[src/rtl/mix_column_stream.sv]
// Streaming AES (Inv)MixColumns: bytes of a column arrive LANES at a time,
// are multiplied by their GF(2^8) coefficients and XOR-accumulated into four
// partial bytes. The finished column moves into an output register that is
// independent of the accumulator, so the next column can build while the
// previous one waits for the consumer.
module mix_column_stream #(
  parameter int LANES = 1,
  parameter int NCOL  = 4
) (
  input  logic               clk,
  input  logic               rst,
  input  logic               in_valid,
  output logic               in_ready,
  input  logic [8*LANES-1:0] in_data,
  input  logic               in_encrypt,
  input  logic               in_bypass,
  output logic               out_valid,
  input  logic               out_ready,
  output logic [31:0]        out_data,
  output logic [3:0]         out_col,
  output logic               out_last
);

  localparam int         BEATS     = 4 / LANES;
  localparam logic [1:0] LAST_BEAT = 2'(BEATS - 1);
  localparam logic [3:0] COL_MAX   = 4'(NCOL - 1);

  if (!(LANES == 1 || LANES == 2 || LANES == 4)) begin : g_bad_lanes
    $error("mix_column_stream: LANES must be 1, 2 or 4");
  end
  if (NCOL < 1 || NCOL > 15) begin : g_bad_ncol
    $error("mix_column_stream: NCOL must be in 1..15");
  end

  // Multiply by 2 in GF(2^8) modulo x^8+x^4+x^3+x+1.
  function automatic logic [7:0] xtime(input logic [7:0] x);
    xtime = {x[6:0], 1'b0} ^ (x[7] ? 8'h1b : 8'h00);
  endfunction

  // Contribution of one input byte to one output byte. off is the distance
  // (input position - output position) mod 4, which selects the coefficient.
  function automatic logic [7:0] mix_term(input logic [7:0] x, input logic [1:0] off,
                                          input logic enc, input logic byp);
    logic [7:0] x2;
    logic [7:0] x4;
    logic [7:0] x8;
    x2 = xtime(x);
    x4 = xtime(x2);
    x8 = xtime(x4);
    mix_term = 8'h00;
    if (byp) begin
      mix_term = (off == 2'd0) ? x : 8'h00;
    end else if (enc) begin
      case (off)
        2'd0:    mix_term = x2;            // 2
        2'd1:    mix_term = x2 ^ x;        // 3
        default: mix_term = x;             // 1
      endcase
    end else begin
      case (off)
        2'd0:    mix_term = x8 ^ x4 ^ x2;  // 14
        2'd1:    mix_term = x8 ^ x2 ^ x;   // 11
        2'd2:    mix_term = x8 ^ x4 ^ x;   // 13
        default: mix_term = x8 ^ x;        // 9
      endcase
    end
  endfunction

  logic [1:0]       beat_q, beat_d;
  logic [3:0][7:0]  part_q, part_d;
  logic             enc_q, enc_d;
  logic             byp_q, byp_d;
  logic             out_valid_q, out_valid_d;
  logic [31:0]      out_data_q, out_data_d;
  logic [3:0]       col_q, col_d;

  logic             first_beat;
  logic             last_beat;
  logic             accept;
  logic             out_xfer;
  logic             enc_eff;
  logic             byp_eff;
  logic [7:0]       term [LANES][4];

  // Mode for the beat in flight: live inputs on beat 0, latched copy afterwards.
  assign first_beat = (beat_q == 2'd0);
  assign last_beat  = (beat_q == LAST_BEAT);
  assign enc_eff    = first_beat ? in_encrypt : enc_q;
  assign byp_eff    = first_beat ? in_bypass  : byp_q;

  // Only a final beat needs the output register, so stall just that one.
  assign in_ready = !(last_beat && out_valid_q && !out_ready);
  assign accept   = in_valid && in_ready;
  assign out_xfer = out_valid_q && out_ready;

  for (genvar gi = 0; gi < LANES; gi++) begin : g_lane
    logic [1:0] pos;
    assign pos = 2'(int'(beat_q) * LANES + gi);
    for (genvar gj = 0; gj < 4; gj++) begin : g_out
      logic [1:0] off;
      assign off = pos - 2'(gj);
      assign term[gi][gj] = mix_term(in_data[8*gi +: 8], off, enc_eff, byp_eff);
    end
  end

  // Beat counting, partial accumulation, mode latch and output register next-state.
  always_comb begin
    logic [3:0][7:0] beat_xor;
    beat_xor    = '0;
    beat_d      = beat_q;
    part_d      = part_q;
    enc_d       = enc_q;
    byp_d       = byp_q;
    out_valid_d = out_valid_q;
    out_data_d  = out_data_q;
    col_d       = col_q;

    for (int i = 0; i < 4; i++) begin
      for (int l = 0; l < LANES; l++) begin
        beat_xor[i] = beat_xor[i] ^ term[l][i];
      end
    end

    if (accept) begin
      beat_d = last_beat ? 2'd0 : beat_q + 2'd1;
      // The first beat starts a fresh column, so it overwrites the partials.
      part_d = first_beat ? beat_xor : (part_q ^ beat_xor);
      if (first_beat) begin
        enc_d = in_encrypt;
        byp_d = in_bypass;
      end
    end

    if (out_xfer) begin
      out_valid_d = 1'b0;
      col_d       = (col_q == COL_MAX) ? 4'd0 : col_q + 4'd1;
    end

    // A completing column may overwrite the one leaving this cycle: no bubble.
    if (accept && last_beat) begin
      out_valid_d = 1'b1;
      out_data_d  = part_d;
    end
  end

  // State registers with asynchronous reset.
  always_ff @(posedge clk or posedge rst) begin
    if (rst) begin
      beat_q      <= 2'd0;
      part_q      <= '0;
      enc_q       <= 1'b1;
      byp_q       <= 1'b0;
      out_valid_q <= 1'b0;
      out_data_q  <= 32'h0;
      col_q       <= 4'd0;
    end else begin
      beat_q      <= beat_d;
      part_q      <= part_d;
      enc_q       <= enc_d;
      byp_q       <= byp_d;
      out_valid_q <= out_valid_d;
      out_data_q  <= out_data_d;
      col_q       <= col_d;
    end
  end

  assign out_valid = out_valid_q;
  assign out_data  = out_data_q;
  assign out_col   = col_q;
  assign out_last  = (col_q == COL_MAX);

endmodule

[config.mk]
export PLATFORM = sky130hd
export DESIGN_NAME = mix_column_stream
export DESIGN_NICKNAME = d
export VERILOG_FILES = /design/src/rtl/mix_column_stream.sv
export SDC_FILE = /design/constraint.sdc
export NUM_CORES = 1
export LEC_CHECK = 0
export BUFFER_PORTS_ARGS = -buffer_cell sky130_fd_sc_hd__buf_4
export CAP_MARGIN = 20
export CORE_MARGIN = 10
export CORE_UTILIZATION = 30
export CTS_BUF_LIST = sky130_fd_sc_hd__clkbuf_16
export DETAILED_ROUTE_END_ITERATION = 6
export PLACE_DENSITY_LB_ADDON = 0.1
export SLEW_MARGIN = 20
export SYNTH_ARGS = -nofsm -noshare
export SYNTH_HDL_FRONTEND = slang
export SYNTH_SLANG_ARGS = --single-unit
export TNS_END_PERCENT = 10
[constraint.sdc]
create_clock -name clk -period 4.3 [get_ports clk]
set_input_delay 0 -clock clk [delete_from_list [all_inputs] [get_ports clk]]
set_output_delay 0 -clock clk [all_outputs]
set_load 0.005 [all_outputs]
==> results of run 1 <==
==> per-layer routing <==
| metal | part of all wire (%) | track usage [%] |
|---|---|---|
| met1 | 43 | 22.18 |
| met2 | 46 | 27.28 |
| met3 | 7.7 | 4.330 |
| met4 | 3.9 | 6.873 |
| met5 | 0 | 0 |
==> sequential cells by signal (all words and copies together) (netlist names) <==
register   flops
beat_q         2
byp_q          1
enc_q          1
out_col        4
out_data      32
out_valid      1
part_q        32
==> kinds of logic (layout without fill, tap and decap cells) <==
logic type	Yosys count	in the layout	synth area share, %
AO/OA/AOI/OAI	260	260	28.64
XOR/XNOR	75	75	12.93
adder cells (fa/ha/maj)	8	8	1.561
buffers and inverters	97	109	6.262
flip-flops	73	73	28.50
multiplexers	35	35	6.048
AND/OR/NAND/NOR	223	223	16.06
==> what timing repair did <==
item                                    CTS  global route
hold endpoints to repair                 11             0
hold buffers                              2             0
endpoints found under the setup margin    0             0
==> cells in the mapped netlist (all sizes together), types with 9 or more instances <==
master  count
clkbuf     52
a21oi      37
o221ai     10
xnor2      37
o211ai     12
nand2     106
nand3      24
a31oi      17
xor2       30
buf        28
inv        17
o21ai      56
nor2b      17
nand2b      9
o22ai       9
mux2       30
a32oi      10
dfrtp      72
a211oi     10
nor2       30
and3        9
a221oi     31
==> per-stage QoR <==
step / area [sq um] / setup slack, ns
2_1_floorplan: 6414 / 1.542
3_3_place_gp: 6990 / 0.9542
3_5_place_dp: 6990 / 0.9218
4_1_cts: 7296 / 0.9321
5_1_grt: 7296 / 0.6277
6_report: 7296 / 0.9031
==> worst reg2reg max path, stage by stage, from the launching register on <==
cell,delay [ns]
dfrtp_1,0.43
inv_1,0.16
ha_2,0.42
buf_4,0.33
mux2_2,0.50
nand2_1,0.37
a21oi_1,0.23
a31oi_1,0.06
o21ai_1,0.31
mux2_2,0.39
a21oi_1,0.14
==> power groups by stage <==
stage / clock [mW] / combinational [mW] / sequential, mW
2_1_floorplan: 0 / 2.29 / 1.17
3_3_place_gp: 0 / 3.50 / 1.19
3_5_place_dp: 0 / 3.51 / 1.20
4_1_cts: 0.756 / 3.52 / 1.19
5_1_grt: 0.790 / 3.85 / 1.23
6_report: 0.731 / 3.57 / 1.19
==> worst min-delay path by stage <==
stage          startpoint                      end  slack, ns  cells past startpoint
4_1_cts          in_valid    beat_q[0]$_DFFE_PP0P_       0.04                      3
6_report         in_valid    beat_q[0]$_DFFE_PP0P_       0.05                      3
2_1_floorplan   out_ready                 in_ready       0.15                      1
3_3_place_gp          rst  out_data[2]$_DFFE_PP0P_      -0.09                      2
5_1_grt          in_valid    beat_q[0]$_DFFE_PP0P_       0.06                      3
3_5_place_dp          rst     part_q[27]$_DFF_PP0_      -0.09                      2
==> cell type report <==
cell class / instances / area, sq um / area share, %
clock inverters: 6 / 60.06 / 0.8232
multi-input cells: 601 / 4190 / 57.43
repair buffers: 77 / 583.1 / 7.992
inverters: 17 / 65.06 / 0.8918
clock buffers: 9 / 225.2 / 3.087
flip-flops and latches: 73 / 1828 / 25.06
well taps: 275 / 344.1 / 4.716
==> results by group, run 1 <==
Run status
  • Status: finished clean

Worst hold path
  • HP Class: primary input to flip-flop

Synth
  • Avg Inst Size Synth: 8.319 sq um
  • Synth Instances: 771
  • Area leader, netlist: dfrtp_1
  • #FFs+latches synth: 73
  • Synth cell types: 72
  • Post-synth EDFFs: 0
  • Post-synth top area share: 28.09%
  • Area contributors post-synth: dfrtp_1 (28%), nand2_1 (6.2%), mux2_2 (4.9%)
  • Mapped Area: 6414 sq um
  • Register area share after synthesis: 28.50%
  • Yosys warns: 0
  • Most used DFF post-synth: dfrtp_1
  • Synthesized net count: 793
  • Post-synth ARST share: 100.0%

Floorplanning
  • Total core area: 21020 sq um
  • Die area: 27630 sq um
  • I/O pin count: 53
  • Row count: 53
  • Starting density of the core: 30.51%
  • Die W: 166.2 microns
  • Die Ht: 166.2 microns

STA
  • Slew headroom: 27.39%
  • RSZ-0062 raised after global routing: no
  • TNS Setup: 0 ns
  • Final setup fails: 0
  • Final hold violation count: 0
  • Slew @ Worst Pin: 1.089 ns
  • Final min period: 3.397 ns
  • Setup Skew: 0.007317 ns
  • Fin. max-slew vios: 0
  • Final Cycle Share: 79.00%
  • Achievable Freq: 294.4 MHz
  • Worst hold-check slack: 0.05337 ns

Worst setup path
  • Worst-path cell chain: inv_1 > ha_2 > buf_4 > mux2_2 > nand2_1 > a21oi_1 > a31oi_1 > o21ai_1 > mux2_2 > a21oi_1
  • Critical path launch point: beat_q[0]$_DFFE_PP0P_
  • Crit. End Element: flip-flop
  • Reg2reg setup slack: 0.90 ns
  • Capturing point of the worst reg2reg path: part_q[18]$_DFF_PP0_
  • Worst reg2reg path startpoint: beat_q[0]$_DFFE_PP0P_
  • Top Family by Delay on Critical Path: multiplexers
  • CP bufs+invs: 2
  • Crit. path cell count: 10
  • Crit path DAT: 3.66 ns
  • Max stage delay cell, worst path: mux2_2
  • Worst R2R Path Depth: 10
  • CP Launch Type: flip-flop
  • CP peak stage delay: 0.49 ns
  • End of the critical path: part_q[18]$_DFF_PP0_
  • Kind of critical path: flip-flop to flip-flop
  • Worst Path Required: 4.57 ns
  • Worst Path Max Fanout: 20

Clock network
  • Post-CTS setup buffer count: 0
  • Clock slew at reported path FFs: 0.06 ns
  • Root Buffer: clkbuf_16
  • CTS buffer count: 9
  • CTS Sinks: 73
  • Post-CTS resize count: 0
  • CTS max path bufs: 2
  • Clock latency on the worst-skew pair: 0.34 ns
  • CTS tree: built
  • H-tree depth: 3

Global routing
  • First-pass GRT wire length: 38.23 mm
  • Number of global-route vias before repair: 6095
  • Grt ovf: 0
  • Largest net degree at the start of global routing: 64
  • Total track usage: 17.31%
  • Initial antenna violation count: 0

Power and ir drop
  • Clock power frac: 13.3%
  • Pwr/cell area: 753.5 nW/um^2
  • Sw frac: 49.27%
  • Total power: 5.497 mW
  • Maximum VDD drop: 0.3082 mV
  • Reg power frac: 21.7%
  • Psw: 2.709 mW
  • Comb power frac: 65.0%
  • Leakage: 2.939 nW
  • Cell internal pwr: 2.789 mW

Final layout
  • N_diodes: 0
  • Nets: 801
  • # fillers: 2194
  • Area grow syn2layout: 13.75%
  • Final std cells w/o fill: 1058
  • Share of cells above drive strength 1: 17.11%
  • Utilization after layout: 34.71%
  • Most common cell after layout, fill and taps aside: nand2_1
  • Most frequent cells in the layout: nand2_1 (106), buf_4 (75), dfrtp_1 (72)

Route
  • DRT antenna net count: 0
  • Via count: 6389
  • Average wire per standard cell: 23.81 microns
  • Via density: 6.039
  • DR iter-0 viols: 886
  • DRT Pass-1 Iters: 6
  • Final wirelength: 25.19 mm
  • DRC Markers: 0

Placement
  • Placed cell count: 1041
  • Post-DP HPWL: 17.47 mm
  • Gpl congestion: 0.9294
  • I/O Buffers: 52

Flow run
  • Max cap viols: 0
(Power assumes the default switching activity.)
==> run 2: changes to the inputs <==
==> constraint.sdc (replaced) <==
create_clock -name clk -period 3.5 [get_ports clk]
set_input_delay 0 -clock clk [delete_from_list [all_inputs] [get_ports clk]]
set_output_delay 0 -clock clk [all_outputs]
set_load 0.005 [all_outputs]
==> run 2 against run 1 <==
Effect of this change: design area up 2.9%; die area unchanged; count of clock-buffer cells in the layout did not move; global-route usage grew 1.4 points.
==> results by group, run 2 (synthesis gave the netlist of run 1 again) <==
Run status
  • Status: finished clean

Route
  • DRT antenna net count: 0 (unchanged)
  • DRT Pass-1 Iters: 5 (-1)
  • DRC Markers: 0 (unchanged)
  • Via count: 6424 (+0.55%)
  • DR iter-0 viols: 726 (-18%)
  • Average wire per standard cell: 24.61 microns (+3.4%)
  • Final wirelength: 26.73 mm (+6.1%)
  • Via density: 5.915 (-2.0%)

Floorplanning
  • Die Ht: 166.2 microns (unchanged)
  • Die W: 166.2 microns (unchanged)
  • I/O pin count: 53 (unchanged)
  • Die area: 27630 sq um (unchanged)
  • Row count: 53 (unchanged)
  • Starting density of the core: 30.51% (unchanged)
  • Total core area: 21020 sq um (unchanged)

Flow run
  • Max cap viols: 0 (unchanged)

STA
  • Setup Skew: 0.008907 ns (+0.001590 ns)
  • Final Cycle Share: 91.97% (+13 points)
  • TNS Setup: 0 ns (unchanged)
  • Final hold violation count: 0 (unchanged)
  • Final min period: 3.219 ns (-0.1779 ns)
  • Worst hold-check slack: 0.05913 ns (+0.005766 ns)
  • RSZ-0062 raised after global routing: no
  • Achievable Freq: 310.6 MHz (+5.5%)
  • Slew @ Worst Pin: 1.053 ns (-0.03650 ns)
  • Fin. max-slew vios: 0 (unchanged)
  • Final setup fails: 0 (unchanged)
  • Slew headroom: 29.82% (+2.4 points)

Worst setup path
  • Worst Path Max Fanout: 12 (-40%)
  • Crit path DAT: 3.44 ns (-0.22 ns)
  • Worst Path Required: 3.72 ns (-0.85 ns)
  • Top Family by Delay on Critical Path: compound AO/OA/AOI/OAI gates
  • Kind of critical path: flip-flop to flip-flop
  • Reg2reg setup slack: 0.28 ns (-0.62 ns)
  • CP peak stage delay: 0.50 ns (about the same)
  • Max stage delay cell, worst path: a221oi_1
  • CP Launch Type: flip-flop
  • Crit. End Element: flip-flop
  • Worst-path cell chain: inv_1 > ha_2 > buf_4 > inv_1 > o221ai_1 > a221oi_1 > a211oi_1 > a221oi_1 > buf_4 > xnor2_1 > o21ai_1
  • CP bufs+invs: 4 (+2)

Power and ir drop
  • Sw frac: 49.49% (+0.21 points)
  • Clock power frac: 12.7% (-0.6 points)
  • Psw: 3.466 mW (+28%)
  • Cell internal pwr: 3.538 mW (+27%)
  • Leakage: 3.065 nW (+4.3%)
  • Maximum VDD drop: 0.3257 mV (+5.7%)
  • Pwr/cell area: 932.5 nW/um^2 (+24%)
  • Reg power frac: 20.9% (-0.8 points)
  • Comb power frac: 66.4% (+1.4 points)

Clock network
  • Clock slew at reported path FFs: 0.07 ns (about the same)
  • Post-CTS resize count: 0 (unchanged)
  • CTS buffer count: 9 (unchanged)
  • CTS max path bufs: 2 (unchanged)
  • Root Buffer: clkbuf_16
  • Clock latency on the worst-skew pair: 0.34 ns (about the same)
  • CTS Sinks: 73 (unchanged)
  • H-tree depth: 3 (unchanged)
  • CTS tree: built

Global routing
  • Largest net degree at the start of global routing: 47 (-27%)
  • Grt ovf: 0 (unchanged)
  • Total track usage: 18.73% (+1.4 points)
  • Number of global-route vias before repair: 6409 (+5.2%)
  • First-pass GRT wire length: 41.19 mm (+7.7%)
  • Initial antenna violation count: 0 (unchanged)

Final layout
  • Register area: 1828 sq um (unchanged)
  • Area grow syn2layout: 17.11%
  • N_diodes: 0 (unchanged)
  • Multi-input logic area: 4190 sq um (unchanged)
  • Share of cells above drive strength 1: 20.10% (+3.0 points)
  • Most common cell after layout, fill and taps aside: nand2_1
  • Final std cells w/o fill: 1086 (+2.6%)
  • Nets: 828 (+3.4%)
  • Most frequent cells in the layout: nand2_1 (106), buf_4 (101), dfrtp_1 (72)
  • # fillers: 2190 (-0.18%)

Placement
  • Post-DP HPWL: 19.25 mm (+10%)
  • Placed cell count: 1068 (+2.6%)
  • I/O Buffers: 52 (unchanged)
  • Gpl congestion: 0.9294 (unchanged)

Worst hold path
  • HP Class: primary input to flip-flop
-- run 2: power groups by stage --
stage	Sequential (mW)	Clock, mW	Combinational, mW
after detailed placement	1.48	0	4.57
final	1.47	0.891	4.65
after floorplan	1.44	0	2.82
after global placement	1.47	0	4.57
after CTS	1.47	0.938	4.59
after global routing	1.52	0.967	5.00
-- run 2: worst min-delay path: cells and delay by family --
family	cells	cell delay (ns)
compound gates	1	0.11
buf+inv	1	0.15
simple gates	1	0.09
-- run 2: routing by layer --
layer | track usage, % | routed length [microns] | part of all wire, % | vias to the layer above
met5 | 0 | 0 | 0 | -
met1 | 23.94 | 11430 | 43 | 3155
met3 | 3.715 | 1822 | 6.8 | 47
met4 | 6.186 | 710 | 2.7 | 0
li1 | - | - | - | 2937
met2 | 30.87 | 12770 | 48 | 285
-- run 2: layout make-up --
class	instances	share of cell area [%]
Multi-Input combinational cell	601	55.79
Sequential cell	73	24.34
Timing Repair Buffer	104	10.63
Tap cell	275	4.581
Clock buffer	9	2.999
Inverter	17	0.8662
Clock inverter	7	0.7996
-- run 2: final timing paths --
| kind | startpoint | cells after the start | to |
|---|---|---|---|
| setup reg to reg | beat_q[0]$_DFFE_PP0P_ | 11 | out_data[1]$_DFFE_PP0P_ |
| max in group asynchronous | rst | 4 | part_q[4]$_DFF_PP0_ |
| setup / recovery | beat_q[0]$_DFFE_PP0P_ | 11 | out_data[1]$_DFFE_PP0P_ |
| min in group asynchronous | rst | 3 | out_data[27]$_DFFE_PP0P_ |
| hold reg to reg | out_data[1]$_DFFE_PP0P_ | 2 | out_data[1]$_DFFE_PP0P_ |
| hold / removal | in_valid | 3 | beat_q[0]$_DFFE_PP0P_ |
-- run 2: what timing repair did --
item,4_1_cts,5_1_grt
setup buffers,0,0
endpoints found under the hold margin,46,0
hold buffers,2,0
endpoints found under the setup margin,0,0
-- run 2: metrics by stage --
stage          instance area, sq um  power, mW  utilization (%)  worst slack [ns]
6_report                       7511      7.004            35.73            0.2809
5_1_grt                        7511      7.493            35.73            0.1041
4_1_cts                        7511      7.001            35.73            0.3085
3_5_place_dp                   7206      6.057            34.28            0.3345
3_3_place_gp                   7206      6.039            34.28            0.3815
2_1_floorplan                  6414      4.255                -            0.7417
==> run 3: changes to the inputs <==
--- a/config.mk
+++ b/config.mk
@@ -11,6 +11,7 @@
 export CORE_UTILIZATION = 30
 export CTS_BUF_LIST = sky130_fd_sc_hd__clkbuf_16
 export DETAILED_ROUTE_END_ITERATION = 6
+export MAX_ROUTING_LAYER = met4
 export PLACE_DENSITY_LB_ADDON = 0.1
 export SLEW_MARGIN = 20
 export SYNTH_ARGS = -nofsm -noshare
==> constraint.sdc (replaced) <==
create_clock -name clk -period 2.8 [get_ports clk]
set_input_delay 0 -clock clk [delete_from_list [all_inputs] [get_ports clk]]
set_output_delay 0 -clock clk [all_outputs]
set_load 0.1 [all_outputs]
==> run 3 against run 2 <==
Effect of this change: core utilization grew 2.9 points; global-route usage grew 0.52 points; worst setup slack lost 0.15 ns; design area grew 8.2%; critical path type unchanged; critical endpoint is now out_data[29]$_DFFE_PP0P_; largest cell class unchanged.
==> results by group, run 3 (synthesis gave the netlist of run 1 again) <==
Run status
  • Status: finished clean

Worst setup path
  • Worst R2R Path Depth: 10 (-1)
  • Reg2reg setup slack: 0.13 ns (-0.15 ns)
  • CP peak stage delay: 0.44 ns (-0.06 ns)
  • Crit path DAT: 2.90 ns (-0.54 ns)
  • Worst Path Max Fanout: 9 (-3)
  • CP Launch Type: flip-flop
  • Max stage delay cell, worst path: dfrtp_2
  • Kind of critical path: flip-flop to flip-flop
  • Worst Path Required: 3.02 ns (-0.70 ns)
  • Crit. End Element: flip-flop
  • Top Family by Delay on Critical Path: compound AO/OA/AOI/OAI gates
  • Capturing point of the worst reg2reg path: out_data[29]$_DFFE_PP0P_
  • Worst-path cell chain: inv_2 > ha_4 > mux2_2 > buf_4 > nand2_1 > a21o_1 > a22oi_1 > a21o_1 > a221o_1 > mux2_2
  • CP bufs+invs: 2 (-2)
  • Worst reg2reg path startpoint: beat_q[1]$_DFFE_PP0P_

Floorplanning
  • Row count: 53 (unchanged)
  • Starting density of the core: 30.51% (unchanged)
  • Die area: 27630 sq um (unchanged)
  • Die Ht: 166.2 microns (unchanged)
  • I/O pin count: 53 (unchanged)
  • Die W: 166.2 microns (unchanged)
  • Total core area: 21020 sq um (unchanged)

Final layout
  • Design area: 8127 sq um (+8.2%)
  • N_diodes: 0 (unchanged)
  • Most common cell after layout, fill and taps aside: buf_4
  • Share of cells above drive strength 1: 27.96% (+7.9 points)
  • Nets: 879 (+6.2%)
  • Most frequent cells in the layout: buf_4 (147), nand2_1 (102), dfrtp_1 (70)
  • Area grow syn2layout: 26.71%
  • Utilization after layout: 38.66% (+2.9 points)

Route
  • DRT Pass-1 Iters: 5 (unchanged)
  • DRC Markers: 0 (unchanged)
  • DRT antenna net count: 0 (unchanged)
  • DR iter-0 viols: 894 (+23%)
  • Via count: 6697 (+4.2%)
  • Via density: 5.890 (-0.43%)
  • Final wirelength: 26.86 mm (+0.50%)
  • Average wire per standard cell: 23.63 microns (-4.0%)

Clock network
  • H-tree depth: 3 (unchanged)
  • Clock latency on the worst-skew pair: 0.34 ns (about the same)
  • CTS tree: built
  • Clock slew at reported path FFs: 0.06 ns (about the same)
  • CTS buffer count: 9 (unchanged)
  • CTS Sinks: 73 (unchanged)
  • Root Buffer: clkbuf_16
  • CTS max path bufs: 2 (unchanged)

STA
  • Final setup fails: 0 (unchanged)
  • Final Cycle Share: 95.43% (+3.5 points)
  • RSZ-0062 raised after global routing: no
  • Slew @ Worst Pin: 0.9398 ns (-0.1128 ns)
  • Slew headroom: 36.89% (+7.1 points)
  • Final min period: 2.672 ns (-0.5471 ns)
  • Setup Skew: 0.009442 ns (+0.0005351 ns)
  • Final hold violation count: 0 (unchanged)
  • TNS Setup: 0 ns (unchanged)
  • Achievable Freq: 374.3 MHz (+20%)
  • Worst hold-check slack: 0.03379 ns (-0.02534 ns)
  • Fin. max-slew vios: 0 (unchanged)

Global routing
  • First-pass GRT wire length: 41.06 mm (-0.32%)
  • Largest net degree at the start of global routing: 48 (+2.1%)
  • Number of global-route vias before repair: 6515 (+1.7%)
  • Grt ovf: 0 (unchanged)
  • Initial antenna violation count: 0 (unchanged)
  • Total track usage: 19.25% (+0.52 points)

Worst hold path
  • Worst min-delay path startpoint: in_valid
  • Hold Path End: beat_q[0]$_DFFE_PP0P_
  • Hold path depth: 3 (unchanged)
  • HP Class: primary input to flip-flop

Power and ir drop
  • Leakage: 3.370 nW (+10%)
  • Pwr/cell area: 1376 nW/um^2 (+48%)
  • Total power: 11.18 mW (+60%)
  • Maximum VDD drop: 0.7789 mV (+140%)

Placement
  • Placement Cell Area: 7706 sq um (+6.9%)
  • Post-DP HPWL: 20.04 mm (+4.1%)
  • Gpl congestion: 0.9902 (+6.5%)
  • I/O Buffers: 52 (unchanged)

Flow run
  • Max cap viols: 0 (unchanged)
-- run 3: cell count changes in the layout (fill, tap and decap cells not counted), sizes merged --
cell and change:
buf +51, clkinv +2, inv -2, bufinv +1
clkinvlp -1
-- run 3: per-stage QoR --
stage	instances	worst slack [ns]
after floorplan	771	-0.2849
after global placement	1115	-0.1923
after detailed placement	1115	-0.2091
after CTS	1133	0.0009439
after global routing	1137	0.003073
final	1137	0.1280
-- run 3: routing by layer --
| metal | track usage, % | routed length [microns] |
|---|---|---|
| met5 | - | 0 |
| met2 | 29.44 | 12680 |
| met1 | 24.74 | 11460 |
| met4 | 7.637 | 829 |
| met3 | 3.407 | 1889 |
-- run 3: report_power, final --
part           switching, mW  internal [mW]  total (mW)  leakage [nW]
sequential             0.286           1.55        1.83         0.909
clock                  0.467          0.689        1.16         0.143
combinational           5.38           2.81        8.19          2.32
-- run 3: timing repair --
item / 4_1_cts / 5_1_grt
pin swaps: 0 / 1
gates resized for setup: 5 / 13
cloned: 0 / 0
setup endpoints to repair: 7 / 25
hold buffers: 2 / 0
buffers inserted: 0 / 4
endpoints found under the hold margin: 46 / 0
-- run 3: final cells by class --
cell class                 instances  area, sq um
multi-input combinational        601         4347
clock inverter                     7        71.32
tap                              275        344.1
fill                            2138        12890
clock buffer                       9        225.2
sequential                        73         1831
timing repair buffer             155         1244
inverter                          17        65.06
-- run 3: worst max path at each step --
stage	start	endpoint	slack [ns]	cells after the start
6_report	beat_q[1]$_DFFE_PP0P_	out_data[29]$_DFFE_PP0P_	0.13	10
3_5_place_dp	beat_q[1]$_DFFE_PP0P_	out_data[23]$_DFFE_PP0P_	-0.21	11
2_1_floorplan	out_valid$_DFFE_PP0P_	out_data[8]$_DFFE_PP0P_	-0.28	7
5_1_grt	beat_q[1]$_DFFE_PP0P_	out_data[5]$_DFFE_PP0P_	0.003	11
4_1_cts	beat_q[1]$_DFFE_PP0P_	out_data[7]$_DFFE_PP0P_	0.0009	9
3_3_place_gp	beat_q[1]$_DFFE_PP0P_	out_data[23]$_DFFE_PP0P_	-0.19	11
-- run 3: tightest hold or removal path, delay by kind of cell --
kind / cells / cell delay, ns
AND/OR/NAND/NOR: 1 / 0.08
AO/OA/AOI/OAI: 1 / 0.09
buffers and inverters: 1 / 0.16
